==> config.mk <==
export PLATFORM = sky130hd
export DESIGN_NAME = ram_bridge
export DESIGN_NICKNAME = d
export VERILOG_FILES = /design/src/rtl/arm_mem_pkg.sv /design/src/rtl/ram_addr_chk.sv /design/src/rtl/ram_bridge.sv
export SDC_FILE = /design/constraint.sdc
export NUM_CORES = 1
export LEC_CHECK = 0
export BUFFER_PORTS_ARGS = -buffer_cell sky130_fd_sc_hd__buf_2
export CORE_MARGIN = 2
export CORE_UTILIZATION = 48
export DETAILED_ROUTE_END_ITERATION = 10
export PLACE_DENSITY = 0.85
export SYNTH_ARGS = -nofsm -noshare
export SYNTH_HDL_FRONTEND = slang
export SYNTH_SLANG_ARGS = --single-unit
==> constraint.sdc <==
create_clock -name clk -period 5.7 [get_ports clk]
set_input_delay 1.425 -clock clk [delete_from_list [all_inputs] [get_ports clk]]
set_output_delay 1.425 -clock clk [all_outputs]
set_load 0.03 [all_outputs]
==> src/rtl/arm_mem_pkg.sv <==
// Shared definitions for the arm6 data-memory path: bridge state encoding,
// byte-lane constants and the request legality check.
package arm_mem_pkg;

    typedef enum logic [1:0] {
        IDLE   = 2'd0,
        ACCESS = 2'd1,
        DONE   = 2'd2,
        ABORT  = 2'd3
    } state_t;

    localparam logic [3:0] FLAG_NONE    = 4'h0;
    localparam logic [3:0] FLAG_WORD    = 4'hF;
    localparam logic [3:0] FLAG_HALF_LO = 4'h3;
    localparam logic [3:0] FLAG_HALF_HI = 4'hC;

    // True when the request falls outside the SRAM window or its lanes do not
    // match the address alignment (words on 4-byte, halfwords on 2-byte).
    function automatic logic access_bad(
        input logic [31:0] addr,
        input logic [3:0]  flag,
        input logic [31:0] base,
        input int          aw
    );
        logic w_in_range;
        logic w_misaligned;
        w_in_range   = (addr >> (aw + 2)) == (base >> (aw + 2));
        w_misaligned = ((flag == FLAG_WORD) && (addr[1:0] != 2'b00)) ||
                       (((flag == FLAG_HALF_LO) || (flag == FLAG_HALF_HI)) && addr[0]);
        return !w_in_range || (flag == FLAG_NONE) || w_misaligned;
    endfunction

endpackage

==> src/rtl/ram_addr_chk.sv <==
// Combinational legality check of a core data request against the SRAM window.
module ram_addr_chk
    import arm_mem_pkg::*;
#(
    parameter logic [31:0] RAM_BASE = 32'h0000_0000,
    parameter int          RAM_AW   = 12
) (
    input  logic [31:0] addr,
    input  logic [3:0]  flag,
    output logic        bad
);

    assign bad = access_bad(addr, flag, RAM_BASE, RAM_AW);

endmodule

==> src/rtl/ram_bridge.sv <==
// Bridge from the arm6 core data port to a wait-stated single-port word SRAM;
// stalls the core while an access is in flight and flags illegal requests.
module ram_bridge
    import arm_mem_pkg::*;
#(
    parameter logic [31:0] RAM_BASE    = 32'h0000_0000,
    parameter int          RAM_AW      = 12,
    parameter int          WAIT_CYCLES = 1
) (
    input  logic              clk,
    input  logic              rst,
    input  logic [31:0]       ram_addr,
    input  logic              ram_cen,
    input  logic              ram_wen,
    input  logic [3:0]        ram_flag,
    input  logic [31:0]       ram_wdata,
    output logic [31:0]       ram_rdata,
    output logic              ram_abort,
    output logic              cpu_en,
    output logic              sram_cs,
    output logic              sram_we,
    output logic [3:0]        sram_be,
    output logic [RAM_AW-1:0] sram_addr,
    output logic [31:0]       sram_wdata,
    input  logic [31:0]       sram_rdata
);

    localparam int              CNT_W    = (WAIT_CYCLES > 0) ? $clog2(WAIT_CYCLES + 1) : 1;
    localparam logic [CNT_W-1:0] CNT_LOAD = CNT_W'(WAIT_CYCLES);

    state_t             r_state;
    state_t             w_next_state;
    logic [CNT_W-1:0]   r_cnt;
    logic               r_we;
    logic [3:0]         r_be;
    logic [RAM_AW-1:0]  r_addr;
    logic [31:0]        r_wdata;
    logic [31:0]        r_rdata;

    logic               w_bad;
    logic               w_last;
    logic               w_cpu_en;
    logic               w_cs;
    logic               w_abort;

    ram_addr_chk #(
        .RAM_BASE (RAM_BASE),
        .RAM_AW   (RAM_AW)
    ) u_addr_chk (
        .addr (ram_addr),
        .flag (ram_flag),
        .bad  (w_bad)
    );

    assign w_last = (r_cnt == '0);

    // NOTE: sequential state uses non-blocking assignments so every register
    // samples pre-edge values regardless of process ordering.
    always_ff @(posedge clk or posedge rst) begin
        if (rst) begin
            r_state <= IDLE;
        end else begin
            r_state <= w_next_state;
        end
    end

    // NOTE: every output of this block gets a default before the case so no
    // path leaves a value unassigned and no latch is inferred.
    always_comb begin
        w_next_state = r_state;
        w_cpu_en     = 1'b1;
        w_cs         = 1'b0;
        w_abort      = 1'b0;
        case (r_state)
            IDLE: begin
                w_cpu_en = !ram_cen;
                if (ram_cen) begin
                    w_next_state = w_bad ? ABORT : ACCESS;
                end
            end
            ACCESS: begin
                w_cpu_en = 1'b0;
                w_cs     = 1'b1;
                if (w_last) begin
                    w_next_state = DONE;
                end
            end
            DONE: begin
                w_next_state = IDLE;
            end
            ABORT: begin
                w_abort      = 1'b1;
                w_next_state = IDLE;
            end
            default: begin
                w_next_state = IDLE;
            end
        endcase
    end

    // Request fields are latched once on acceptance so the SRAM sees stable
    // controls for the whole access even though the core holds them anyway.
    always_ff @(posedge clk or posedge rst) begin
        if (rst) begin
            r_cnt   <= '0;
            r_we    <= 1'b0;
            r_be    <= 4'h0;
            r_addr  <= '0;
            r_wdata <= 32'h0;
            r_rdata <= 32'h0;
        end else begin
            case (r_state)
                IDLE: begin
                    if (ram_cen && !w_bad) begin
                        r_addr  <= ram_addr[RAM_AW+1:2];
                        r_we    <= ram_wen;
                        r_be    <= ram_flag;
                        r_wdata <= ram_wdata;
                        r_cnt   <= CNT_LOAD;
                    end
                end
                ACCESS: begin
                    if (!w_last) begin
                        r_cnt <= r_cnt - CNT_W'(1);
                    end else if (!r_we) begin
                        r_rdata <= sram_rdata;
                    end
                end
                default: begin
                end
            endcase
        end
    end

    // Reset forces IDLE asynchronously, which drops sram_cs at once; the
    // core is released during reset so it never deadlocks on a stall.
    assign cpu_en     = rst | w_cpu_en;
    assign sram_cs    = w_cs;
    assign sram_we    = w_cs & r_we;
    assign sram_be    = r_be;
    assign sram_addr  = r_addr;
    assign sram_wdata = r_wdata;
    assign ram_abort  = w_abort;
    assign ram_rdata  = w_abort ? 32'h0 : r_rdata;

endmodule

## Word level (Yosys, flattened, before mapping)

Cells that the tools add are included.

| operators by class | value |
|---|---|
| add/sub/neg operators | 1 |
| multiply operators | 0 |
| divide/modulo/power cells | 0 |
| $lt $le $gt $ge | 0 |
| equality and inequality tests | 9 |
| shifts and indexed selects | 0 |
| muxes and demuxes | 11 |
| bitwise gates (word level) | 4 |
| reduce and logical (&&, ||, !) cells | 20 |

Operator list:

| cell | count |
|---|---|
| logical NOT 32 bit | 1 |
| 2-to-1 mux 32 bit | 1 |
| equality test 4 bit (second input constant) | 2 |
| 2-to-1 mux 2 bit | 3 |
| != test 2 bit (second input constant) | 3 |
| one-hot mux 2 bit (3 select lines) | 1 |
| AND reduction 2 bit | 3 |
| equality test 2 bit (second input constant) | 2 |
| equality test 4 x 2 -> 1 bit (second input constant) | 1 |
| logical NOT 4 bit | 1 |
| logical OR 1 bit | 4 |
| 2-to-1 mux 1 bit | 4 |
| one-hot mux 1 bit (2 select lines) | 2 |
| nonzero test 2 bit | 2 |
| logical AND 1 bit | 3 |
| logical NOT 1 bit | 3 |
| AND reduction 3 bit | 1 |
| equality test 2 x 1 -> 1 bit (second input constant) | 1 |
| logical NOT 2 bit | 1 |
| inverter 1 bit | 2 |
| OR reduction 2 bit | 1 |
| AND 1 bit | 1 |
| OR 1 bit | 1 |
| subtractor 1 bit (second input constant) | 1 |

| word-level totals | value |
|---|---|
| register bits | 84 |
| bits in latches | 0 |
| RAM bits | 0 |
| bits in read-only memories | 0 |
| bits of input ports | 104 |
| memories | 0 |

## Depth between registers and ports, before layout

Gate-level depths: netlist (run 1).

| depth | value |
|---|---|
| word-level depth | 9 |
| depth in mapped cells | 5 |

## Modules after synthesis

Synthesis (run 1) repeated with hierarchy kept, for this count alone.

| unflattened totals | value |
|---|---|
| cells, all modules | 240 |
| area, all modules | 3532.1 um^2 |

By module, submodules not included:

| module | instances | cells an instance | area each (um^2) | sequential area each (um^2) |
|---|---|---|---|---|
| ram_bridge | 1 | 226 | 3439.5 | 2102.0 |
| ram_addr_chk | 1 | 14 | 92.6 | 0.0 |

## Least setup slack after synthesis (run 1)

No wires, ideal clock.

| timing path | value |
|---|---|
| path type | input port to output port |
| start | input rst |
| end | output cpu_en |
| data arrival time | 4.187 ns |
| required time | 4.275 ns |
| path slack | 0.088 ns |
| stages | 2 |
| buffers on the path | 0 |
| path through | inv_1 > o21ai_0 |

| on the way | value |
|---|---|
| word-level cells in the longest chain between the ends | 1 |

RTL lines:

| element | RTL line | RTL |
|---|---|---|
| start: declaration | ram_bridge.sv:11 | `input logic rst,` |
| OR 1 bit | ram_bridge.sv:137 | `assign cpu_en = rst \| w_cpu_en;` |
| end: declaration | ram_bridge.sv:19 | `output logic cpu_en,` |

Every way passes these cells.

## Worst setup path after layout (run 1)

| timing path | value |
|---|---|
| start | input ram_cen |
| end | output cpu_en |

| on the way | value |
|---|---|
| word-level cells in the longest chain between the ends | 3 |

RTL lines:

| element | RTL line | RTL |
|---|---|---|
| start: declaration | ram_bridge.sv:13 | `input logic ram_cen,` |
| logical NOT 1 bit | ram_bridge.sv:76 | `w_cpu_en = !ram_cen;` |
| one-hot mux 1 bit (2 select lines) | ram_bridge.sv:74 | `case (r_state)` |
| OR 1 bit | ram_bridge.sv:137 |  |

Every way passes these cells.

==> results of run 1 <==
-- cells in the final DEF (no fill, tap or decap), types with 2 or more instances in the layout --
| cell type | Yosys | routed |
|---|---|---|
| buf_2 | 3 | 187 |
| clkinvlp_4 | 0 | 2 |
| nand2_1 | 3 | 3 |
| mux2_4 | 7 | 7 |
| nand3_1 | 3 | 3 |
| dfrtp_1 | 84 | 84 |
| inv_1 | 3 | 2 |
| buf_4 | 0 | 3 |
| nor4_1 | 4 | 4 |
| inv_6 | 0 | 2 |
| and2_1 | 33 | 33 |
| o21ai_0 | 2 | 2 |
| mux2_2 | 73 | 73 |
| clkbuf_8 | 0 | 9 |
| clkinv_2 | 0 | 3 |
-- cell families (layout without fill, tap and decap cells) --
| family | after synthesis | count (layout) | share of synthesized area (%) |
|---|---|---|---|
| AND/OR/NAND/NOR | 50 | 50 | 9.14 |
| AO/OA/AOI/OAI | 8 | 8 | 1.78 |
| multiplexers | 81 | 81 | 26.7 |
| flip-flops | 84 | 84 | 59.7 |
| buffers and inverters | 14 | 209 | 2.67 |
-- power groups by stage --
stage,Clock [mW],Sequential (mW),Combinational [mW]
2_1_floorplan,0,0.765,0.582
3_3_place_gp,0,0.773,0.754
3_5_place_dp,0,0.781,0.766
4_1_cts,0.387,0.769,0.766
5_1_grt,0.412,0.786,0.825
6_report,0.374,0.768,0.758
-- layer usage --
layer / share of wire [%] / vias to the layer above / track usage [%] / routed length [um]
met5: 0 / - / 0 / 0
met4: 0.63 / 0 / 5.70 / 48
met3: 10 / 5 / 7.77 / 793
met2: 47 / 131 / 30.1 / 3580
met1: 42 / 1190 / 22.6 / 3150
li1: - / 1198 / - / -
-- through the flow --
step	util (%)	worst slack, ps	instance area [um^2]	instances
finish	65.5	2150	4700	531
global route	65.5	2100	4700	531
CTS	65.5	2150	4700	531
detailed placement	63.1	2140	4520	515
global placement	63.1	2200	4520	515
floorplan	-	88.1	3520	237
-- worst max-delay path by stage --
stage,start,slack [ps],end,depth (start not counted)
finish,ram_cen,2150,cpu_en,4
floorplan,rst,90,cpu_en,2
CTS,ram_cen,2150,cpu_en,4
global placement,ram_cen,2200,cpu_en,4
detailed placement,ram_cen,2140,cpu_en,4
global route,ram_cen,2100,cpu_en,4
-- flip-flops by register name, summed over array words and instances (netlist names) --
signal      cells
sram_be         4
sram_wdata     32
r_rdata        32
sram_addr      12
r_we            1
r_cnt           1
r_state         2
-- cell type report --
| type | count | area, um^2 | area share [%] |
|---|---|---|---|
| repair buffers | 190 | 958 | 20.4 |
| flip-flops and latches | 84 | 2100 | 44.7 |
| clock buffers | 9 | 124 | 2.64 |
| multi-input cells | 139 | 1330 | 28.2 |
| well taps | 99 | 124 | 2.64 |
| inverters | 3 | 12.5 | 0.266 |
| clock inverters | 7 | 51.3 | 1.09 |
==> impl_metrics.py, run 1 <==
metrics = {
    "pwr": {
        "p_int_mw": 1.18,
        "p_sw_share_pct": 37.8,
        "power_density_nw_per_um2": 404,
        "ir_drop_mv": 0.142,
        "power_frac_seq_pct": 40.4,
        "p_sw_mw": 0.719,
        "leakagePower_nw": 2.57,
        "p_clk_share_pct": 19.7,
        "p_total_mw": 1.90,
        "p_comb_share_pct": 39.9,
    },
    "floorplan": {
        "die_y_um": 89.6,
        "design.core.area_um2": 7180,
        "die_area_um2": 8030,
        "die_w_um": 89.6,
        "fp-row-count": 31,
        "io_pins": 188,
        "start_util_pct": 49.0,
    },
    "synthesis": {
        "synthCells": 237,
        "syn_nets": 341,
        "synth_most_common_cell": "dfrtp_1",
        "synth_edf_count": 0,
        "yosys_warnings": 0,
        "yosysSeqAreaShare_pct": 59.7,
        "synth-main-ff-cell": "dfrtp_1",
        "synthDistinctLibCells": 26,
        "synthArstFlopShare_pct": 100,
        "synth_common_cells": "dfrtp_1 (84), mux2_2 (73), and2_1 (33)",
        "synth_top_area_share_pct": 59.7,
        "synthTopCellsByArea": "dfrtp_1 (60%), mux2_2 (23%), and2_1 (5.9%), mux2_4 (3.0%), buf_6 (1.6%)",
        "netlist_area_um2": 3520,
        "synth-seq-cells": 84,
        "syn_avg_cell_area_um2": 14.8,
        "synth_top_area_cell": "dfrtp_1",
    },
    "status": {
        "status": "complete, no violations",
    },
    "worst_hold_path": {
        "min-delay-start": "r_rdata[7]",
        "worst_hold_path_type": "register to register",
        "min_path_cells": 1,
        "hold_end": "r_rdata[7]",
    },
    "detailed_routing": {
        "drtPass1Iterations": 4,
        "num_vias": 2524,
        "drt_iter0_drc": 48,
        "wire_per_inst_um": 14.3,
        "drt-total-wl_mm": 7.57,
        "vias_per_cell": 4.75,
        "postRouteAntennaNets": 0,
        "route.detailed.drc": 0,
    },
    "clocking": {
        "clock_sinks": 84,
        "cts_tree": "done",
        "htreeDepth": 3,
        "cts_buffers": 9,
        "cts_resized": 0,
        "clkSlewWorstSetupHoldPaths_ps": 80,
        "post_cts_buffers": 0,
        "worstSkewPairLatency_ps": 340,
        "clockBufferDepth": 2,
        "cts_hold_buf": 0,
        "cts-root-buf": "clkbuf_8",
    },
    "setup_path": {
        "critPathRequiredTime_ps": 4280,
        "start_kind": "primary input",
        "r2r_slack_ps": 3540,
        "r2r_cells": 5,
        "worstSetupPathType": "primary input to output pin",
        "r2r_start": "r_state[1]",
        "r2r_end": "sram_wdata[27]",
        "worst-path-buf-inv": 2,
        "cpPeakStageDelay_ps": 260,
        "cp_common_cell": "buf_2",
        "endpoint_kind": "output pin",
        "critical_path_peak_fanout": 4,
        "cp_slowest_cell": "nor3b_2",
        "cp.arrival_ps": 2120,
        "cp_top_family": "buffers and inverters",
        "crit_chain": "buf_2, nor3b_2, o21ai_0, buf_2",
    },
    "timing": {
        "clock_skew_ps": 13.0,
        "totalNegativeSetupSlack_ps": 0,
        "final_max_slew_viol_count": 0,
        "fin_crit_ps": 3550,
        "finalSetupViolCount": 0,
        "worst_pin_slew_ps": 1010,
        "max_slew_margin_pct": 32.8,
        "post-route-period-util_pct": 62.2,
        "hold_ws_ps": 501,
        "max_freq_mhz": 282,
        "hold_violations": 0,
        "grt_setup_unrepaired": "no",
    },
    "grt": {
        "grt-ovfl-total": 0,
        "grt_pass1_wl_mm": 11.2,
        "grt_start_max_net_pins": 84,
        "grt_pass1_vias": 2478,
        "grtUsageTotal_pct": 18.5,
        "antenna_found_initial": 0,
    },
    "finish": {
        "fillers": 549,
        "drive_gt1_share_pct": 68.1,
        "syn_to_final_growth_pct": 33.6,
        "fin_nets": 531,
        "diodes": 0,
    },
    "placed_design": {
        "place.gp.congestion": 0.751,
        "portBuffers": 187,
        "place.detailed.hpwl_mm": 5.68,
    },
    "flow_run": {
        "maxCapViolations": 0,
    },
}
(Power assumes the default switching activity.)
==> run 2, diff against run 1 <==
--- a/config.mk
+++ b/config.mk
@@ -7,9 +7,9 @@
 export LEC_CHECK = 0
 export BUFFER_PORTS_ARGS = -buffer_cell sky130_fd_sc_hd__buf_2
 export CORE_MARGIN = 2
-export CORE_UTILIZATION = 48
+export CORE_UTILIZATION = 45
 export DETAILED_ROUTE_END_ITERATION = 10
-export PLACE_DENSITY = 0.85
+export PLACE_DENSITY = 0.8
 export SYNTH_ARGS = -nofsm -noshare
 export SYNTH_HDL_FRONTEND = slang
 export SYNTH_SLANG_ARGS = --single-unit
==> constraint.sdc (replaced) <==
create_clock -name clk -period 3.7 [get_ports clk]
set_input_delay 0.925 -clock clk [delete_from_list [all_inputs] [get_ports clk]]
set_output_delay 0.925 -clock clk [all_outputs]
set_load 0.03 [all_outputs]
==> run 2 against run 1 <==
Effect of this change:
- routed wire length is 3.7% higher
- combinational power increased by 56%
- utilization shrank 3.3 points
- die area up 6.4%
- power is 59% higher
- setup slack got worse by 1100 ps
- critical endpoint is now ram_rdata[23]
- largest power group unchanged
==> impl_metrics.py, run 2 (same netlist as run 1, synthesis figures left out) <==
metrics = {
    "floorplan": {
        "fp-row-count": 32,
        "io_pins": 188,
        "design.core.area_um2": 7650,
        "die_area_um2": 8540,
        "start_util_pct": 46.0,
        "die_y_um": 92.4,
        "die_w_um": 92.4,
    },
    "detailed_routing": {
        "num_vias": 2528,
        "vias_per_cell": 4.73,
        "drtPass1Iterations": 4,
        "drt-total-wl_mm": 7.85,
        "route.detailed.drc": 0,
        "wire_per_inst_um": 14.7,
        "drt_iter0_drc": 46,
        "postRouteAntennaNets": 0,
    },
    "timing": {
        "finalSetupViolCount": 0,
        "totalNegativeSetupSlack_ps": 0,
        "post-route-period-util_pct": 72.6,
        "hold_violations": 0,
        "clock_skew_ps": 13.1,
        "grt_setup_unrepaired": "no",
        "worst_pin_slew_ps": 783,
        "fin_crit_ps": 2690,
        "final_max_slew_viol_count": 0,
        "max_freq_mhz": 372,
        "max_slew_margin_pct": 47.7,
    },
    "clocking": {
        "clkSlewWorstSetupHoldPaths_ps": 80,
        "worstSkewPairLatency_ps": 330,
        "clock_sinks": 84,
        "cts_hold_buf": 0,
        "cts_resized": 0,
        "clockBufferDepth": 2,
        "cts_tree": "done",
        "cts-root-buf": "clkbuf_8",
        "htreeDepth": 3,
        "cts_buffers": 9,
        "post_cts_buffers": 0,
    },
    "finish": {
        "fin_nets": 532,
        "drive_gt1_share_pct": 68.1,
        "fillers": 649,
        "final_cell_mix": "buf_2 (187), dfrtp_1 (84), mux2_2 (73), and2_1 (33), clkbuf_8 (10)",
        "diodes": 0,
        "mostFrequentLayoutCell": "buf_2",
        "syn_to_final_growth_pct": 35.2,
        "utilization_pct": 62.2,
        "regArea_um2": 2100,
        "multi_input_area_um2": 1330,
    },
    "flow_run": {
        "maxCapViolations": 0,
    },
    "pwr": {
        "ir_drop_mv": 0.214,
        "power_density_nw_per_um2": 634,
        "leakagePower_nw": 2.58,
    },
    "setup_path": {
        "cp_slowest_cell": "nand2_1",
        "endpoint": "ram_rdata[23]",
        "cpPeakStageDelay_ps": 590,
        "r2r_cells": 5,
        "worst-path-buf-inv": 1,
        "worst-path-stages": 3,
        "cp.arrival_ps": 1760,
        "cp_top_family": "simple AND/OR/NAND/NOR gates",
        "critPathRequiredTime_ps": 2770,
        "critical_path_peak_fanout": 33,
        "r2r_start": "r_state[1]",
        "start_kind": "register",
        "r2r_slack_ps": 1770,
        "crit_chain": "nand2_1, and2_1, buf_2",
        "r2r_end": "sram_wdata[19]",
        "worstSetupPathType": "register to output pin",
        "worstSetupStartpoint": "r_state[0]",
        "endpoint_kind": "output pin",
    },
    "grt": {
        "grt_pass1_wl_mm": 12.3,
        "use_met1_pct": 22.8,
        "grt_start_max_net_pins": 51,
        "grt_use_met2_pct": 30.8,
        "grt_pass1_vias": 2610,
        "grt_use_met3_pct": 5.45,
        "grt-ovfl-total": 0,
        "antenna_found_initial": 0,
        "grtUsageTotal_pct": 18.2,
        "grt-busiest-layer": "met2",
    },
    "placed_design": {
        "place.detailed.hpwl_mm": 6.00,
        "portBuffers": 187,
        "place.gp.congestion": 0.729,
    },
    "worst_hold_path": {
        "worst_hold_path_type": "register to register",
    },
    "status": {
        "status": "complete, no violations",
    },
}
-- run 2: per-stage QoR --
stage / cell area [um^2] / std cells / hold slack (ps) / setup WS, ps / total power, mW
floorplan: 3530 / 237 / 449 / 188 / 2.08
global placement: 4550 / 519 / 463 / 915 / 2.36
detailed placement: 4550 / 519 / 468 / 881 / 2.40
CTS: 4760 / 535 / 485 / 978 / 3.05
global route: 4760 / 535 / 495 / 847 / 3.18
finish: 4760 / 535 / 479 / 1010 / 3.02
-- run 2: per-layer routing --
layer	share of wire (%)	up-vias
met3	9.0	7
met4	0.89	0
met1	42	1188
met5	0	-
met2	48	130
li1	-	1203
-- run 2: worst min-delay path by stage --
| stage | startpoint | endpoint | slack [ps] | cells past startpoint |
|---|---|---|---|---|
| floorplan | r_rdata[23] | r_rdata[23] | 450 | 1 |
| global placement | r_rdata[23] | r_rdata[23] | 460 | 1 |
| detailed placement | r_rdata[23] | r_rdata[23] | 470 | 1 |
| CTS | r_rdata[23] | r_rdata[23] | 480 | 1 |
| global route | r_rdata[23] | r_rdata[23] | 500 | 1 |
| finish | r_rdata[23] | r_rdata[23] | 480 | 1 |
-- run 2: cell type report --
| cell class | count | area share (%) |
|---|---|---|
| sequential | 84 | 44.2 |
| clock buffer | 11 | 2.97 |
| tap | 102 | 2.68 |
| inverter | 3 | 0.316 |
| clock inverter | 5 | 1.29 |
| timing repair buffer | 191 | 20.6 |
| multi-input combinational | 139 | 28.0 |
-- run 2: report_power, final --
group	internal, mW	switching, mW	leakage [nW]
registers	1.10	0.0814	1.10
clock network	0.332	0.321	0.0918
logic	0.470	0.709	1.38
total	1.91	1.11	2.58
-- run 2: worst register-to-register path, cell delays in order, from the launching register on --
cell	delay (ps)
dfrtp_1	400
nor3b_2	330
nand3_1	180
nor4_4	210
buf_12	310
mux2_2	400
